`src/rtl/alu_input_sequencer_if.sv`:
```
// ALU operand/result handshake bundle between the input sequencer and the ALU.
// The sequencer owns operands, opcode and valid; the ALU side returns ready and result.
interface alu_input_sequencer_if;
  logic [31:0] port_a;
  logic [31:0] port_b;
  logic [3:0]  aluop;
  logic        valid;
  logic        ready;
  logic [31:0] result;

  modport master (
    output port_a,
    output port_b,
    output aluop,
    output valid,
    input  ready,
    input  result
  );

  modport slave (
    input  port_a,
    input  port_b,
    input  aluop,
    input  valid,
    output ready,
    output result
  );
endinterface

```
`src/rtl/alu_input_sequencer.sv`:
```
// Key/switch driven operand sequencer for the ALU board wrapper.
// Keys are inverted, double-flop synchronised and (optionally) debounced; KEY[0] is enter,
// KEY[1] is abort. Operands and opcode are loaded from the switches in turn, issued with a
// valid/ready handshake, and the captured result is shown on disp_word.
// Optional feature: define ALU_SEQ_DEBOUNCE_EN to enable per-key debounce counters
// (DEBOUNCE_CYCLES); without it the debounced level is the synchronised level.
module alu_input_sequencer #(
`ifdef ALU_SEQ_DEBOUNCE_EN
  parameter int unsigned DEBOUNCE_CYCLES = 500000,
`endif
  parameter int unsigned SW_W = 18
) (
  input  logic                  CLK,
  input  logic                  nRST,
  input  logic [3:0]            KEY,
  input  logic [SW_W-1:0]       SW,
  alu_input_sequencer_if.master alu,
  output logic [31:0]           disp_word,
  output logic [2:0]            stage,
  output logic [3:0]            key_evt
);

  localparam int unsigned DataW = SW_W - 1;

  typedef enum logic [2:0] {
    StLoadA,
    StLoadB,
    StLoadOp,
    StIssue,
    StHold
  } state_e;

  state_e            state_q;
  logic [3:0]        sync1_q, sync2_q, deb_q;
  logic [SW_W-1:0]   sw_q;
  logic [DataW-1:0]  sw_data;
  logic [31:0]       sw_ext;
  logic              enter, abort;

  // Input sampling: invert keys to pressed=1, two-flop synchronise; register switches once.
  always_ff @(posedge CLK) begin
    if (!nRST) begin
      sync1_q <= '0;
      sync2_q <= '0;
      sw_q    <= '0;
    end else begin
      sync1_q <= ~KEY;
      sync2_q <= sync1_q;
      sw_q    <= SW;
    end
  end

`ifdef ALU_SEQ_DEBOUNCE_EN
  localparam int unsigned CntW = (DEBOUNCE_CYCLES > 1) ? $clog2(DEBOUNCE_CYCLES) : 1;

  logic [CntW-1:0] cnt_q [4];

  // Debounce: accept a new level only after it differs from the debounced one for
  // DEBOUNCE_CYCLES consecutive edges; emit a pulse on an accepted press.
  always_ff @(posedge CLK) begin
    if (!nRST) begin
      deb_q   <= '0;
      key_evt <= '0;
      for (int i = 0; i < 4; i++) cnt_q[i] <= '0;
    end else begin
      key_evt <= '0;
      for (int i = 0; i < 4; i++) begin
        if (sync2_q[i] == deb_q[i]) begin
          cnt_q[i] <= '0;
        end else if (cnt_q[i] == CntW'(DEBOUNCE_CYCLES - 1)) begin
          deb_q[i]   <= sync2_q[i];
          cnt_q[i]   <= '0;
          key_evt[i] <= sync2_q[i];
        end else begin
          cnt_q[i] <= cnt_q[i] + CntW'(1);
        end
      end
    end
  end
`else
  // No debounce: track the synchronised level and pulse on each rising edge.
  always_ff @(posedge CLK) begin
    if (!nRST) begin
      deb_q   <= '0;
      key_evt <= '0;
    end else begin
      deb_q   <= sync2_q;
      key_evt <= sync2_q & ~deb_q;
    end
  end
`endif

  assign enter = key_evt[0];
  assign abort = key_evt[1];

  // Switch operand: top switch selects sign- versus zero-extension of the data bits.
  always_comb begin
    sw_data = sw_q[DataW-1:0];
    if (sw_q[SW_W-1]) begin
      sw_ext = {{(32 - DataW){sw_data[DataW-1]}}, sw_data};
    end else begin
      sw_ext = {{(32 - DataW){1'b0}}, sw_data};
    end
  end

  // Sequencer FSM with registered operand, handshake and display outputs; abort beats enter.
  always_ff @(posedge CLK) begin
    if (!nRST) begin
      state_q    <= StLoadA;
      alu.port_a <= '0;
      alu.port_b <= '0;
      alu.aluop  <= '0;
      alu.valid  <= 1'b0;
      disp_word  <= '0;
      stage      <= 3'b001;
    end else if (abort) begin
      state_q   <= StLoadA;
      alu.valid <= 1'b0;
      stage     <= 3'b001;
    end else begin
      unique case (state_q)
        StLoadA: begin
          disp_word <= sw_ext;
          if (enter) begin
            alu.port_a <= sw_ext;
            state_q    <= StLoadB;
            stage      <= 3'b010;
          end
        end
        StLoadB: begin
          disp_word <= sw_ext;
          if (enter) begin
            alu.port_b <= sw_ext;
            state_q    <= StLoadOp;
            stage      <= 3'b100;
          end
        end
        StLoadOp: begin
          disp_word <= {28'b0, sw_q[3:0]};
          if (enter) begin
            alu.aluop <= sw_q[3:0];
            alu.valid <= 1'b1;
            state_q   <= StIssue;
            stage     <= 3'b000;
          end
        end
        StIssue: begin
          if (alu.ready) begin
            disp_word <= alu.result;
            alu.valid <= 1'b0;
            state_q   <= StHold;
          end
        end
        StHold: begin
          if (enter) begin
            state_q <= StLoadA;
            stage   <= 3'b001;
          end
        end
        default: begin
          state_q   <= StLoadA;
          alu.valid <= 1'b0;
          stage     <= 3'b001;
        end
      endcase
    end
  end

endmodule

```
`src/flat_wrapper.sv`:
```
// flat-port wrapper written by rule: the top's interface ports become plain ports
module alu_input_sequencer_flat 
#(

  parameter int unsigned SW_W = 18
)
  (CLK, nRST, KEY, SW, disp_word, stage, key_evt, alu_port_a, alu_port_b, alu_aluop, alu_valid, alu_ready, alu_result);
  alu_input_sequencer_if alu_i ();
  input  logic CLK;
  input  logic nRST;
  input  logic [3:0] KEY;
  input  logic [SW_W-1:0] SW;
  output logic [31:0] disp_word;
  output logic [2:0] stage;
  output logic [3:0] key_evt;
  output wire logic [$bits(alu_i.port_a)-1:0] alu_port_a;
  output wire logic [$bits(alu_i.port_b)-1:0] alu_port_b;
  output wire logic [$bits(alu_i.aluop)-1:0] alu_aluop;
  output wire logic [$bits(alu_i.valid)-1:0] alu_valid;
  input wire logic [$bits(alu_i.ready)-1:0] alu_ready;
  input wire logic [$bits(alu_i.result)-1:0] alu_result;
  assign alu_port_a = alu_i.port_a;
  assign alu_port_b = alu_i.port_b;
  assign alu_aluop = alu_i.aluop;
  assign alu_valid = alu_i.valid;
  assign alu_i.ready = alu_ready;
  assign alu_i.result = alu_result;
  alu_input_sequencer #(.SW_W(SW_W)) u_core (.CLK(CLK), .nRST(nRST), .KEY(KEY), .SW(SW), .alu(alu_i), .disp_word(disp_word), .stage(stage), .key_evt(key_evt));
endmodule
```
`config.mk`:
```
export PLATFORM = sky130hd
export DESIGN_NAME = alu_input_sequencer_flat
export DESIGN_NICKNAME = d
export VERILOG_FILES = /design/src/rtl/alu_input_sequencer_if.sv /design/src/rtl/alu_input_sequencer.sv /design/src/flat_wrapper.sv
export SDC_FILE = /design/constraint.sdc
export NUM_CORES = 1
export LEC_CHECK = 0
export BUFFER_PORTS_ARGS = -buffer_cell sky130_fd_sc_hd__buf_2
export CAP_MARGIN = 5
export CORE_AREA = 8 8 104 106
export DETAILED_ROUTE_END_ITERATION = 7
export DIE_AREA = 0 0 112 114
export HOLD_SLACK_MARGIN = 0.08
export PLACE_DENSITY = 0.76
export SETUP_SLACK_MARGIN = 0.1
export SLEW_MARGIN = 0
export SYNTH_ARGS = -nofsm -noshare
export SYNTH_HDL_FRONTEND = slang
export SYNTH_SLANG_ARGS = --single-unit
```
`constraint.sdc`:
```
create_clock -name CLK -period 1.7 [get_ports CLK]
set_clock_uncertainty 0.1 [all_clocks]
set_input_delay 0.17 -clock CLK [delete_from_list [all_inputs] [get_ports CLK]]
set_output_delay 0.17 -clock CLK [all_outputs]
set_load 0.02 [all_outputs]
```
Yosys cells after proc, flatten, opt, wreduce, memory -nomap -nowiden. Index checks and enable logic that the tools add are counted.

Word-level logic and storage cells: 54. Input bits: 57. Register bits: 141.

Bitwise operators: 7. Reduce and logical (&&, ||, !) cells: 12. Mux-type cells: 14. Equal/unequal tests: 9.

Operator list (number): 32-bit one-hot mux with 3 select lines (1); 32-bit two-way mux (2); 3-bit one-hot mux with 5 select lines (2); 3-bit two-way mux (6); 3-bit AND reduction (5); 5-bit AND reduction (2); 2-bit by 1-bit inequality test with 1-bit output, second input constant (4); 4-bit NOT (2); 3-bit by 2-bit == test with 1-bit output, second input constant (2); 4-bit bitwise AND (1); 1-bit NOT (4); 2-bit OR reduction (2); 3-bit by 1-bit == test with 1-bit output, second input constant (1); 3-bit == test, second input constant (1); 3-bit zero test (1); 1-bit one-hot mux with 3 select lines (1); 3-bit nonzero test (1); 3-bit OR reduction (1); 1-bit two-way mux (2); 2-bit inequality test, second input constant (1).

Longest topological paths before layout. Gate-level depths: netlist of the first run.

Word-level depth: 4. Mapped depth: 7. Depth with buffers taken out: 4.

Least setup slack after synthesis of the first run. No wires, ideal clock.

Path kind: register to register. From: register u_core.key_evt[0]. To: register u_core.alu.port_b[0]. Stages on the path, launching flop included: 8. Path slack: 0.045 ns. Required time: 1.524 ns. Arrival time: 1.479 ns. Clock period less this slack: 1.655 ns. Cell sequence: dfxtp_1 buf_2 nor3b_2 and2_1 buf_4 buf_2 nand2_1 a21boi_0.

Longest elaborated chain between the ends: 1.

RTL lines: from (decl) (line alu_input_sequencer.sv:20) `output logic [3:0] key_evt`; from (signal assigned) (line alu_input_sequencer.sv:88) `key_evt <= sync2_q & ~deb_q;`; 3-bit AND reduction (no line); to (signal assigned) (line alu_input_sequencer.sv:133) `alu.port_b <= sw_ext;`; to (decl) (line alu_input_sequencer_if.sv:13) `output port_b,`.

Every way passes these cells. A chain may end at the register's enable or synchronous reset.

Worst setup path in the final report of the first run.
From: register u_core.state_q[1]. To: register u_core.disp_word[23].

Longest elaborated chain between the ends: 4. Elaborated cells between the ends (all ways): 9. Those cells by class: 4 x eq/ne; 1 x mux; 4 x reduce/logical.

RTL lines: from (decl) (line alu_input_sequencer.sv:33) `state_e state_q;`; from (signal assigned) (line alu_input_sequencer.sv:109) `state_q <= StLoadA;`; from (signal assigned) (line alu_input_sequencer.sv:117) `state_q <= StLoadA;`; from (signal assigned) (line alu_input_sequencer.sv:126) `state_q <= StLoadB;`; 3-bit by 1-bit == test with 1-bit output / 3-bit zero test (equally long branches) (line alu_input_sequencer.sv:121) `unique case (state_q)`; 2-bit OR reduction (no line); 3-bit nonzero test (no line); 3-bit AND reduction (no line); to (signal assigned) (line alu_input_sequencer.sv:123) `disp_word <= sw_ext;`; to (signal assigned) (line alu_input_sequencer.sv:131) `disp_word <= sw_ext;`; to (signal assigned) (line alu_input_sequencer.sv:139) `disp_word <= {28'b0, sw_q[3:0]};`; to (decl) (line alu_input_sequencer.sv:18) `output logic [31:0] disp_word,`.

Parallel ways exist; a longest one is shown, timed or not.

==> metrics.md, run 1 <==
| Metric | Value |
|---|---|
| Crit-path cells | `nor2b_2 -> a211oi_4 -> buf_4 -> buf_12 -> o21ai_1 -> a21oi_1` |
| Nets | `732` |
| First-pass GRT wire length | `between 20000 and 25000 um` |
| Placer congestion estimate | `about 0.9` |
| Starting Density | `0.475` |
| Number of port buffers | `around 160` |
| Fin crit period | `1.55 ns` |
| Clk pwr share | `0.510` |
| DR vias | `roughly 4100` |
| Signal arrival time at the worst endpoint | `1.86 ns` |
| Status | `finished clean` |
| Final period utilization | `0.911` |
| Worst vdd ir | `roughly 0.84 mV` |
| Worst-Margin Slew | `0.408 ns` |
| Setup Viol. Count Final | `0` |
| Part of the power in registers | `0.416` |
| Final HPWL DP | `slightly below 9000 um` |
| Average cell area after synthesis | `just over 9 um2` |
| # Max-Cap Violations | `0` |
| Grt total ovfl | `0` |
| #FFs+latches synth | `roughly 110` |
| CTS H-tree depth | `4` |
| Syn_nets | `about 540` |
| Number of fill cells in the layout | `a little under 700` |
| Total wire length | `~13000 um` |
| Slew headroom | `0.726` |
| Clk root buf | `clkbuf_8` |
| Leak | `~0.003 uW` |
| TritonCTS clock tree | `done` |
| Crit. Startpoint | `u_core.state_q[1]` |
| Required time of the critical path | `roughly 2 ns` |
| Max stage delay cell, worst path | `dfxtp_1` |
| Clk Latency, worst-skew pair | `0.50 ns` |
| Hold Crit Class | `primary input to flop` |
| Largest net degree at the start of global routing | `47` |
| Via/cell ratio | `between 5 and 6` |
| # rows | `35` |
| Net Sw Frac | `0.235` |
| CORE AREA | `roughly 9100 um2` |
| Number of global-route vias before repair | `between 4000 and 5000` |
| DRC | `0` |
| Overall die area | `12800 um2` |
| Register area share after synthesis | `0.522` |
| Initial detailed-routing violation count | `roughly 200` |
| Placed insts | `roughly 710` |
| CP Launch Type | `flop` |
| GRT Resource Usage Total | `0.201` |
| Yosys warnings | `0` |
| Die X | `between 100 and 150 um` |
| Final Hold Vio Count | `0` |
| Net Sw Power | `around 1600 uW` |
| Max Freq | `~650 MHz` |
| Total CTS buffers | `17` |
| P_int | `~5100 uW` |
| Fin Setup TNS | `0 ns` |
| Synth-to-Final Area Change | `46.5%` |
| Layout cell share with drive strength beyond 1 | `0.323` |
| CP peak stage delay | `around 0.36 ns` |
| Share of the synthesized area in the top cell type | `0.522` |
| Critical hold path startpoint | `KEY[0]` |
| PwrDens | `1060 nW/um2` |
| Max Slew Vio Count | `0` |
| Io pins | `165` |
| Non-Filler Instances | `roughly 800` |
| Die height | `114 um` |
| N_diodes | `0` |
| FF-to-FF Start | `u_core.state_q[1]` |
| Mapped cell area | `between 4000 and 5000 um2` |
| Crit path max fanout | `19` |
| Commonest non-fill, non-tap cells in the layout | `164 x buf_2, 109 x dfxtp_1, 88 x nand2_1` |
| Yosys top cell by area | `dfxtp_1` |
| CTS sink cnt | `113` |
| Post-Synthesis Cells | `around 480` |
| Worst-path clk slew | `approximately 0.060 ns` |
| Comb power frac | `0.074` |
| Final ANT Viol Nets | `0` |
| Initial antenna violation count | `0` |
| Max clock buf depth | `2` |
| Most common cell after layout, fill and taps aside | `buf_2` |
| CP endpoint kind | `flop` |
| Critical path class | `flop to flop` |
| WL/cell | `approximately 16 um` |
| RSZ-0062 raised after global routing | `yes` |
| Synth top area cells | `dfxtp_1 52%, nand2_1 7.6%, a21boi_0 6.1%` |
| Worst reg2reg setup slack | `0.15 ns` |
| Pre-antenna DRT Iters | `4` |
| Number of library cell types mapped by synthesis | `30` |
per-layer routing:
metal,global-route usage,vias to the layer above,share of wire
li1,-,1974,-
met1,0.212,1882,0.39
met2,0.341,180,0.49
met3,0.0882,25,0.096
met4,0.0962,0,0.025
met5,0,-,0
final cells by class:
| type | instances | area (um2) | share of cell area |
|---|---|---|---|
| Clock buffer | 18 | 428 | 0.0675 |
| Inverter | 1 | 3.75 | 0.000592 |
| Clock inverter | 14 | 153 | 0.0241 |
| Sequential cell | 113 | 2270 | 0.357 |
| Tap cell | 111 | 139 | 0.0219 |
| Timing Repair Buffer | 240 | 1640 | 0.259 |
| Multi-Input combinational cell | 302 | 1710 | 0.270 |
cell families (layout without fill, tap and decap cells):
| kind of cell | Yosys count | after routing | share of synthesized area |
|---|---|---|---|
| AOI/OAI and AO/OA | 115 | 115 | 0.175 |
| buffers and inverters | 63 | 273 | 0.0849 |
| DFF | 113 | 113 | 0.522 |
| muxes | 9 | 9 | 0.0208 |
| and+or+nand+nor | 178 | 178 | 0.197 |
synth_stat cells:
cell and count:
a32oi_1 1, inv_1 1, o21ai_0 2, clkbuf_1 17, nor2b_1 14, nand3_1 30
and3b_1 1, mux2i_1 9, dfxtp_1 113, nor2_1 5, nand2b_1 4, o21ai_1 19
and2b_1 1, nor3b_2 1, a21boi_0 35, a21boi_1 1, buf_2 15, or3_1 1
o22ai_1 1, nor3_1 2, o211a_1 13, a21oi_1 40, a211oi_4 1, and2_1 29
nand2_1 88, a2bb2oi_1 1, a211oi_1 1, buf_4 30, nand4b_1 1, and3_1 1
per-stage QoR:
stage	total power, uW	setup slack [ns]	util	hold WS [ns]	cell area [um2]
final	6710	0.151	0.696	0.259	6340
after global routing	6940	0.107	0.696	0.254	6340
after CTS	6740	0.114	0.691	0.236	6290
after detailed placement	3230	0.0948	0.563	0.232	5130
after global placement	3220	0.206	0.563	0.225	5130
after floorplan	3040	0.158	-	0.142	4330
critical path, delay by kind of cell (launching register included):
kind / cells / cell delay, ns
AOI/OAI and AO/OA: 3 / 0.47
buffers and inverters: 2 / 0.33
DFF: 1 / 0.36
and+or+nand+nor: 1 / 0.20
timing repair:
action                                  4_1_cts  5_1_grt
hold buffers                                 58        0
hold endpoints to repair                     58        0
endpoints found under the setup margin        1       56
buffers inserted                              0        2
gates resized for setup                       1        5
pin swaps                                     0        1
cloned                                        0        1
power groups by stage:
stage          combinational (uW)  clock [uW]  sequential (uW)
2_1_floorplan                 164           0             2880
3_3_place_gp                  373           0             2840
3_5_place_dp                  381           0             2850
4_1_cts                       485        3470             2790
5_1_grt                       536        3610             2800
6_report                      499        3420             2790
sequential cells by signal (all words and copies together), names as in the netlist:
signal,cells
u_core.alu.aluop,4
u_core.deb_q,4
u_core.alu.valid,1
u_core.alu.port_a,18
u_core.key_evt,4
u_core.sw_q,18
u_core.disp_word,32
u_core.state_q,3
u_core.sync1_q,4
u_core.sync2_q,4
u_core.alu.port_b,18
u_core.stage,3
worst paths after layout:
| check | endpoint | cells past startpoint |
|---|---|---|
| worst max-delay path | u_core.disp_word[23] | 6 |
| worst min-delay path | u_core.sync1_q[0] | 3 |
| worst max register to register | u_core.disp_word[23] | 6 |
| worst min register to register | u_core.key_evt[0] | 1 |
(Power assumes the default switching activity.)
==> run 2, diff against run 1 <==
--- a/config.mk
+++ b/config.mk
@@ -5,13 +5,14 @@
 export SDC_FILE = /design/constraint.sdc
 export NUM_CORES = 1
 export LEC_CHECK = 0
+export ABC_AREA = 1
 export BUFFER_PORTS_ARGS = -buffer_cell sky130_fd_sc_hd__buf_2
 export CAP_MARGIN = 5
-export CORE_AREA = 8 8 104 106
+export CORE_AREA = 8 8 106 108
 export DETAILED_ROUTE_END_ITERATION = 7
-export DIE_AREA = 0 0 112 114
+export DIE_AREA = 0 0 114 116
 export HOLD_SLACK_MARGIN = 0.08
-export PLACE_DENSITY = 0.76
+export PLACE_DENSITY = 0.77
 export SETUP_SLACK_MARGIN = 0.1
 export SLEW_MARGIN = 0
 export SYNTH_ARGS = -nofsm -noshare
==> metrics.md, run 2 <==
| Metric | Value |
|---|---|
| Final ANT Viol Nets | `0` |
| Largest net degree at the start of global routing | `between 50 and 60` |
| Largest Register | `u_core.disp_word` |
| Fin Setup TNS | `0 ns` |
| Register area share after synthesis | `0.486` |
| Total wire length | `between 10000 and 15000 um` |
| Max Slew Vio Count | `0` |
| EDFF count, synth | `0` |
| Most common cell after layout, fill and taps aside | `nand2_1` |
| RSZ-0062 raised after global routing | `yes` |
| #FFs+latches synth | `between 100 and 150` |
| Required time of the critical path | `around 2.0 ns` |
| WL/cell | `roughly 15 um` |
| Placed insts | `900` |
| Yosys top cell by area | `dfxtp_1` |
| Mapped cell area | `about 4700 um2` |
| Non-Filler Instances | `between 1000 and 1500` |
| Hold Crit Class | `primary input to flop` |
| CTS sink cnt | `between 100 and 150` |
| CP peak stage delay | `between 0.5 and 0.6 ns` |
| CP endpoint kind | `flop` |
| Pre-antenna DRT Iters | `5` |
| Synth-to-Final Area Change | `44.8%` |
| GRT Resource Usage Total | `0.215` |
| Syn_nets | `roughly 700` |
| Multiplexer share of the synthesized area | `0` |
| Critical path class | `flop to flop` |
| Final Hold Vio Count | `0` |
| Synth top area cells | `dfxtp_1 49%, nand2_1 15%, inv_1 6.5%` |
| Post-synth top cells | `187 x nand2_1, 113 x dfxtp_1, 81 x inv_1, 72 x nor2_1, 49 x a21oi_1` |
| Slew headroom | `0.760` |
| Io pins | `~170` |
| Initial antenna violation count | `0` |
| Most common cell in the synthesized netlist | `nand2_1` |
| Clk Latency, worst-skew pair | `between 0.5 and 0.6 ns` |
| CTS H-tree depth | `4` |
| Post-synthesis compound-gate area fraction | `0.0810` |
| Commonest non-fill, non-tap cells in the layout | `187 x nand2_1, 164 x buf_2, 110 x dfxtp_1` |
| Total CTS buffers | `17` |
| Adder and majority cell fraction of the synthesized area | `0` |
| # Max-Cap Violations | `0` |
| # rows | `36` |
| Top FF cell, synth | `dfxtp_1` |
| Fin crit period | `approximately 1.5 ns` |
| Number of port buffers | `between 150 and 200` |
| CORE AREA | `~9500 um2` |
| Initial detailed-routing violation count | `~410` |
| DRC | `0` |
| Synth Area in Simple Gates | `0.278` |
| Signal arrival time at the worst endpoint | `roughly 1.9 ns` |
| Post-Synthesis Cells | `647` |
| Die X | `about 110 um` |
| Clk root buf | `clkbuf_8` |
| Final HPWL DP | `9320 um` |
| FFs w/ async S/R, synth | `0` |
| Synth Area in XOR/XNOR | `0` |
| First-pass GRT wire length | `22400 um` |
| Worst vdd ir | `a little under 0.7 mV` |
| Die height | `between 100 and 150 um` |
| Grt total ovfl | `0` |
| N_diodes | `0` |
| Final period utilization | `0.907` |
| Max Freq | `~650 MHz` |
| Placer congestion estimate | `slightly above 0.9` |
| Share of the synthesized area in the top cell type | `0.486` |
| Max reg flops | `32` |
| Largest family of logic cells by synthesized area | `simple AND/OR/NAND/NOR gates` |
| Setup Viol. Count Final | `0` |
| Yosys warnings | `0` |
| Worst-path clk slew | `around 0.060 ns` |
| Via/cell ratio | `between 4 and 5` |
| DR vias | `between 4000 and 5000` |
| Max stage delay cell, worst path | `dfxtp_2` |
| Max clock buf depth | `2` |
| PwrDens | `1040 nW/um2` |
| Setup Buffers After CTS | `0` |
| TritonCTS clock tree | `done` |
| Average cell area after synthesis | `just over 7 um2` |
| Crit-path most repeated cell | `nor2_1` |
| CP Launch Type | `flop` |
| Number of library cell types mapped by synthesis | `23` |
| Overall die area | `around 13000 um2` |
| Power Total | `around 7000 uW` |
| Nets | `roughly 920` |
| Worst-Margin Slew | `between 0.3 and 0.4 ns` |
| Crit path max fanout | `13` |
| Starting Density | `0.487` |
| Layout cell share with drive strength beyond 1 | `0.266` |
| Number of global-route vias before repair | `roughly 4800` |
| Crit-path cells | `inv_1 -> nand3_2 -> buf_4 -> nand3_1 -> nand2_1 -> nor2_1 -> nor2_1` |
| Leak | `about 0.0035 uW` |
| Status | `finished clean` |
-- run 2: changes by cell type in the layout (fill, tap and decap cells not counted), sizes merged, moves of 13 or more --
cell         before  now
inv               6   83
nand2            88  191
nor2b            14    0
dlygate4sd3      58   71
o211a            13    0
nand3            30   45
nor2              5   77
a21boi           36    0
and2             29    0
-- run 2: worst max-delay path: cells and delay by family (launching register included) --
family	cells	cell delay [ns]
flops	1	0.51
buf+inv	2	0.33
simple gates	5	0.52
-- run 2: repair_timing --
item                                   in CTS  in global routing
hold buffers                               71                  0
endpoints found under the hold margin      77                  0
resized for setup                           2                  8
pin swaps                                   0                  1
cloned                                      0                  1
setup endpoints to repair                  30                 49
-- run 2: area by class of cell --
cell class | instances | area [um2]
fill | 768 | 2810
sequential | 113 | 2270
timing repair buffer | 254 | 1710
multi-input combinational | 389 | 1690
clock buffer | 21 | 459
inverter | 83 | 312
tap | 133 | 166
clock inverter | 11 | 135
-- run 2: worst paths after layout --
kind,start,endpoint,slack (ns),cells after the start
setup reg to reg,u_core.state_q[2],u_core.disp_word[12],0.16,7
hold / removal,KEY[2],u_core.sync1_q[2],0.23,3
setup / recovery,u_core.state_q[2],u_core.disp_word[12],0.16,7
hold reg to reg,u_core.deb_q[0],u_core.key_evt[0],0.28,1
-- run 2: logic make-up after synthesis --
family                 count (synthesis)
buffers and inverters                145
AOI/OAI and AO/OA                     75
and+or+nand+nor                      314
DFF                                  113
-- run 2: metrics by stage --
stage          area (um2)  utilization  hold slack (ns)  setup slack (ns)
6_report             6740        0.706            0.233             0.159
5_1_grt              6740        0.706            0.229            0.0713
4_1_cts              6690        0.700            0.217             0.117
3_5_place_dp         5380        0.563            0.230             0.190
3_3_place_gp         5380        0.563            0.227             0.253
2_1_floorplan        4650            -            0.142             0.220
-- run 2: routing by layer --
layer | up-vias | share of wire | global-route usage
met2 | 241 | 0.50 | 0.369
met1 | 2163 | 0.40 | 0.228
met3 | 48 | 0.076 | 0.0709
li1 | 2369 | - | -
met5 | - | 0 | 0
met4 | 0 | 0.027 | 0.121
-- run 2: where the power goes --
group          total, uW  leakage (uW)  switching [uW]  internal (uW)
sequential          2830      0.000925            74.3           2750
combinational        701       0.00228             386            314
clock               3500      0.000293            1170           2330
==> run 3, diff against run 2 <==
--- a/config.mk
+++ b/config.mk
@@ -8,11 +8,11 @@
 export ABC_AREA = 1
 export BUFFER_PORTS_ARGS = -buffer_cell sky130_fd_sc_hd__buf_2
 export CAP_MARGIN = 5
-export CORE_AREA = 8 8 106 108
+export CORE_AREA = 8 8 111 113
 export DETAILED_ROUTE_END_ITERATION = 7
-export DIE_AREA = 0 0 114 116
+export DIE_AREA = 0 0 119 121
 export HOLD_SLACK_MARGIN = 0.08
-export PLACE_DENSITY = 0.77
+export PLACE_DENSITY = 0.73
 export SETUP_SLACK_MARGIN = 0.1
 export SLEW_MARGIN = 0
 export SYNTH_ARGS = -nofsm -noshare
==> constraint.sdc (replaced) <==
create_clock -name CLK -period 1.3 [get_ports CLK]
set_clock_uncertainty 0.1 [all_clocks]
set_input_delay 0.13 -clock CLK [delete_from_list [all_inputs] [get_ports CLK]]
set_output_delay 0.13 -clock CLK [all_outputs]
set_load 0.02 [all_outputs]
==> metrics.md, run 3 (same netlist as run 2, synthesis figures left out) <==
| Metric | Value |
|---|---|
| Setup Viol. Count Final | `112` |
| GRT Resource Usage Total | `0.257` |
| Total wire length | `approximately 30000 um` |
| Fin Setup TNS | `-20.37 ns` |
| Nets | `about 1000` |
| Power Total | `approximately 11000 uW` |
| Pre-antenna DRT Iters | `6` |
| Via/cell ratio | `between 6 and 7` |
| Required time of the critical path | `between 1.5 and 2 ns` |
| Placed instance area | `5620 um2` |
| RSZ-0062 raised after global routing | `yes` |
| Hold_ws | `around 0.20 ns` |
| Max clock buf depth | `2` |
| CTS sink cnt | `113` |
| Number of port buffers | `164` |
| Max reg flops | `32` |
| Clk pwr share | `0.486` |
| Status | `complete, but fails checks` |
| Io pins | `between 150 and 200` |
| Total CTS buffers | `17` |
| # Max-Cap Violations | `0` |
| Layout cell share with drive strength beyond 1 | `0.580` |
| Failing checks | `negative setup slack` |
| Max Freq | `600 MHz` |
| CP Launch Type | `flop` |
| Placer congestion estimate | `0.819` |
| Hold Crit Class | `primary input to flop` |
| CORE AREA | `roughly 11000 um2` |
| Most common cell after layout, fill and taps aside | `buf_6` |
| Die X | `119 um` |
| Part of the power in registers | `0.357` |
| Final WS setup | `-0.367 ns` |
| Crit path max fanout | `7` |
| Synth-to-Final Area Change | `112%` |
| Leak | `about 0.0045 uW` |
| Largest Register | `u_core.disp_word` |
| Final Hold Vio Count | `0` |
| First-pass GRT wire length | `29400 um` |
| Final HPWL DP | `9260 um` |
| M1 wire length | `slightly below 10000 um` |
| Fin crit period | `around 1.7 ns` |
| Comb power frac | `0.157` |
| Dpl ws | `-0.245 ns` |
| Final ANT Viol Nets | `0` |
| Sequential cell area | `2400 um2` |
| Largest net degree at the start of global routing | `27` |
| Final instance area | `between 9000 and 10000 um2` |
| Number of fill cells in the layout | `302` |
| Net Sw Frac | `0.270` |
| Uppermost layer routed | `met4` |
| P_int | `~7700 uW` |
| Clk Latency, worst-skew pair | `roughly 0.54 ns` |
| Max Slew Vio Count | `0` |
| Multi-input combinational cell area | `2580 um2` |
| Signal arrival time at the worst endpoint | `roughly 2 ns` |
| Starting Density | `0.439` |
| DR vias | `between 6000 and 7000` |
| Worst-path clk slew | `0.06 ns` |
| Commonest non-fill, non-tap cells in the layout | `135 x buf_6, 120 x nand2_1, 82 x dlygate4sd3_1` |
| Clk root buf | `clkbuf_8` |
| Net Sw Power | `2840 uW` |
| WL met3 | `between 4000 and 5000 um` |
| CTS H-tree depth | `4` |
| # rows | `38` |
| Initial detailed-routing violation count | `between 1000 and 1500` |
| CP endpoint kind | `flop` |
| Final period utilization | `1.28` |
| Routed wl met2 | `13800 um` |
| Grt total ovfl | `0` |
| WL/cell | `about 27 um` |
| Worst-Margin Slew | `0.712 ns` |
| Initial antenna violation count | `2` |
| Overall die area | `between 10000 and 15000 um2` |
| PwrDens | `around 1100 nW/um2` |
| Slew headroom | `0.525` |
| Critical path class | `flop to flop` |
| DRC | `0` |
| Number of global-route vias before repair | `5656` |
| TritonCTS clock tree | `done` |
| Worst vdd ir | `around 0.95 mV` |
| Die height | `roughly 120 um` |
[run 3: changes by cell type in the layout (fill, tap and decap cells not counted), moves of 34 or more]
cell | before | now
dfxtp_2 | 3 | 65
a21oi_1 | 49 | 15
buf_6 | 1 | 135
buf_2 | 164 | 56
nand2_2 | 1 | 35
dfxtp_1 | 110 | 32
a21oi_2 | 0 | 34
nand2_1 | 187 | 120
buf_4 | 16 | 58
[run 3: cell type report]
class | instances | area share
Antenna cell | 2 | 0.000508
Clock buffer | 22 | 0.0480
Clock inverter | 10 | 0.0159
Inverter | 83 | 0.0327
Multi-Input combinational cell | 393 | 0.262
Sequential cell | 113 | 0.244
Tap cell | 140 | 0.0178
Timing Repair Buffer | 363 | 0.379
[run 3: power groups by stage]
stage          sequential (uW)  clock [uW]  combinational [uW]
4_1_cts                   3710        4920                1180
5_1_grt                   3750        5260                1690
3_5_place_dp              3760           0                 745
3_3_place_gp              3760           0                 740
6_report                  3750        5110                1650
2_1_floorplan             3840           0                 390
[run 3: path summary, 6_finish.rpt]
check / startpoint / end / slack, ns / depth (start not counted)
max reg2reg: u_core.state_q[2] / u_core.disp_word[20] / -0.37 / 8
min: nRST / u_core.alu.aluop[0] / 0.20 / 4
min reg2reg: u_core.deb_q[3] / u_core.key_evt[3] / 0.28 / 1
max: u_core.state_q[2] / u_core.disp_word[20] / -0.37 / 8
[run 3: stage by stage]
step,std cells,util
after floorplan,647,-
after global placement,926,0.530
after detailed placement,926,0.530
after CTS,1077,0.794
after global routing,1126,0.928
final,1126,0.928
[run 3: repair_timing]
action                                 CTS  global route
hold buffers                            83             2
gates cloned                            10             9
setup endpoints to repair              187           192
endpoints found under the hold margin   74            11
pin swaps                               19            74
setup buffers                           26            37
gates resized for setup                324           271
[run 3: routing by layer]
metal,global-route usage,vias up
met4,0.157,0
li1,-,2618
met5,0,-
met2,0.431,768
met3,0.0861,310
met1,0.278,3094
[run 3: critical path, stage by stage, from the launching register on]
cell	delay (ns)
dfxtp_4	0.44
nor2_4	0.07
nand2_2	0.11
nand2_4	0.08
buf_12	0.15
buf_12	0.15
nand2_4	0.06
nand2_2	0.10
nor2_2	0.28
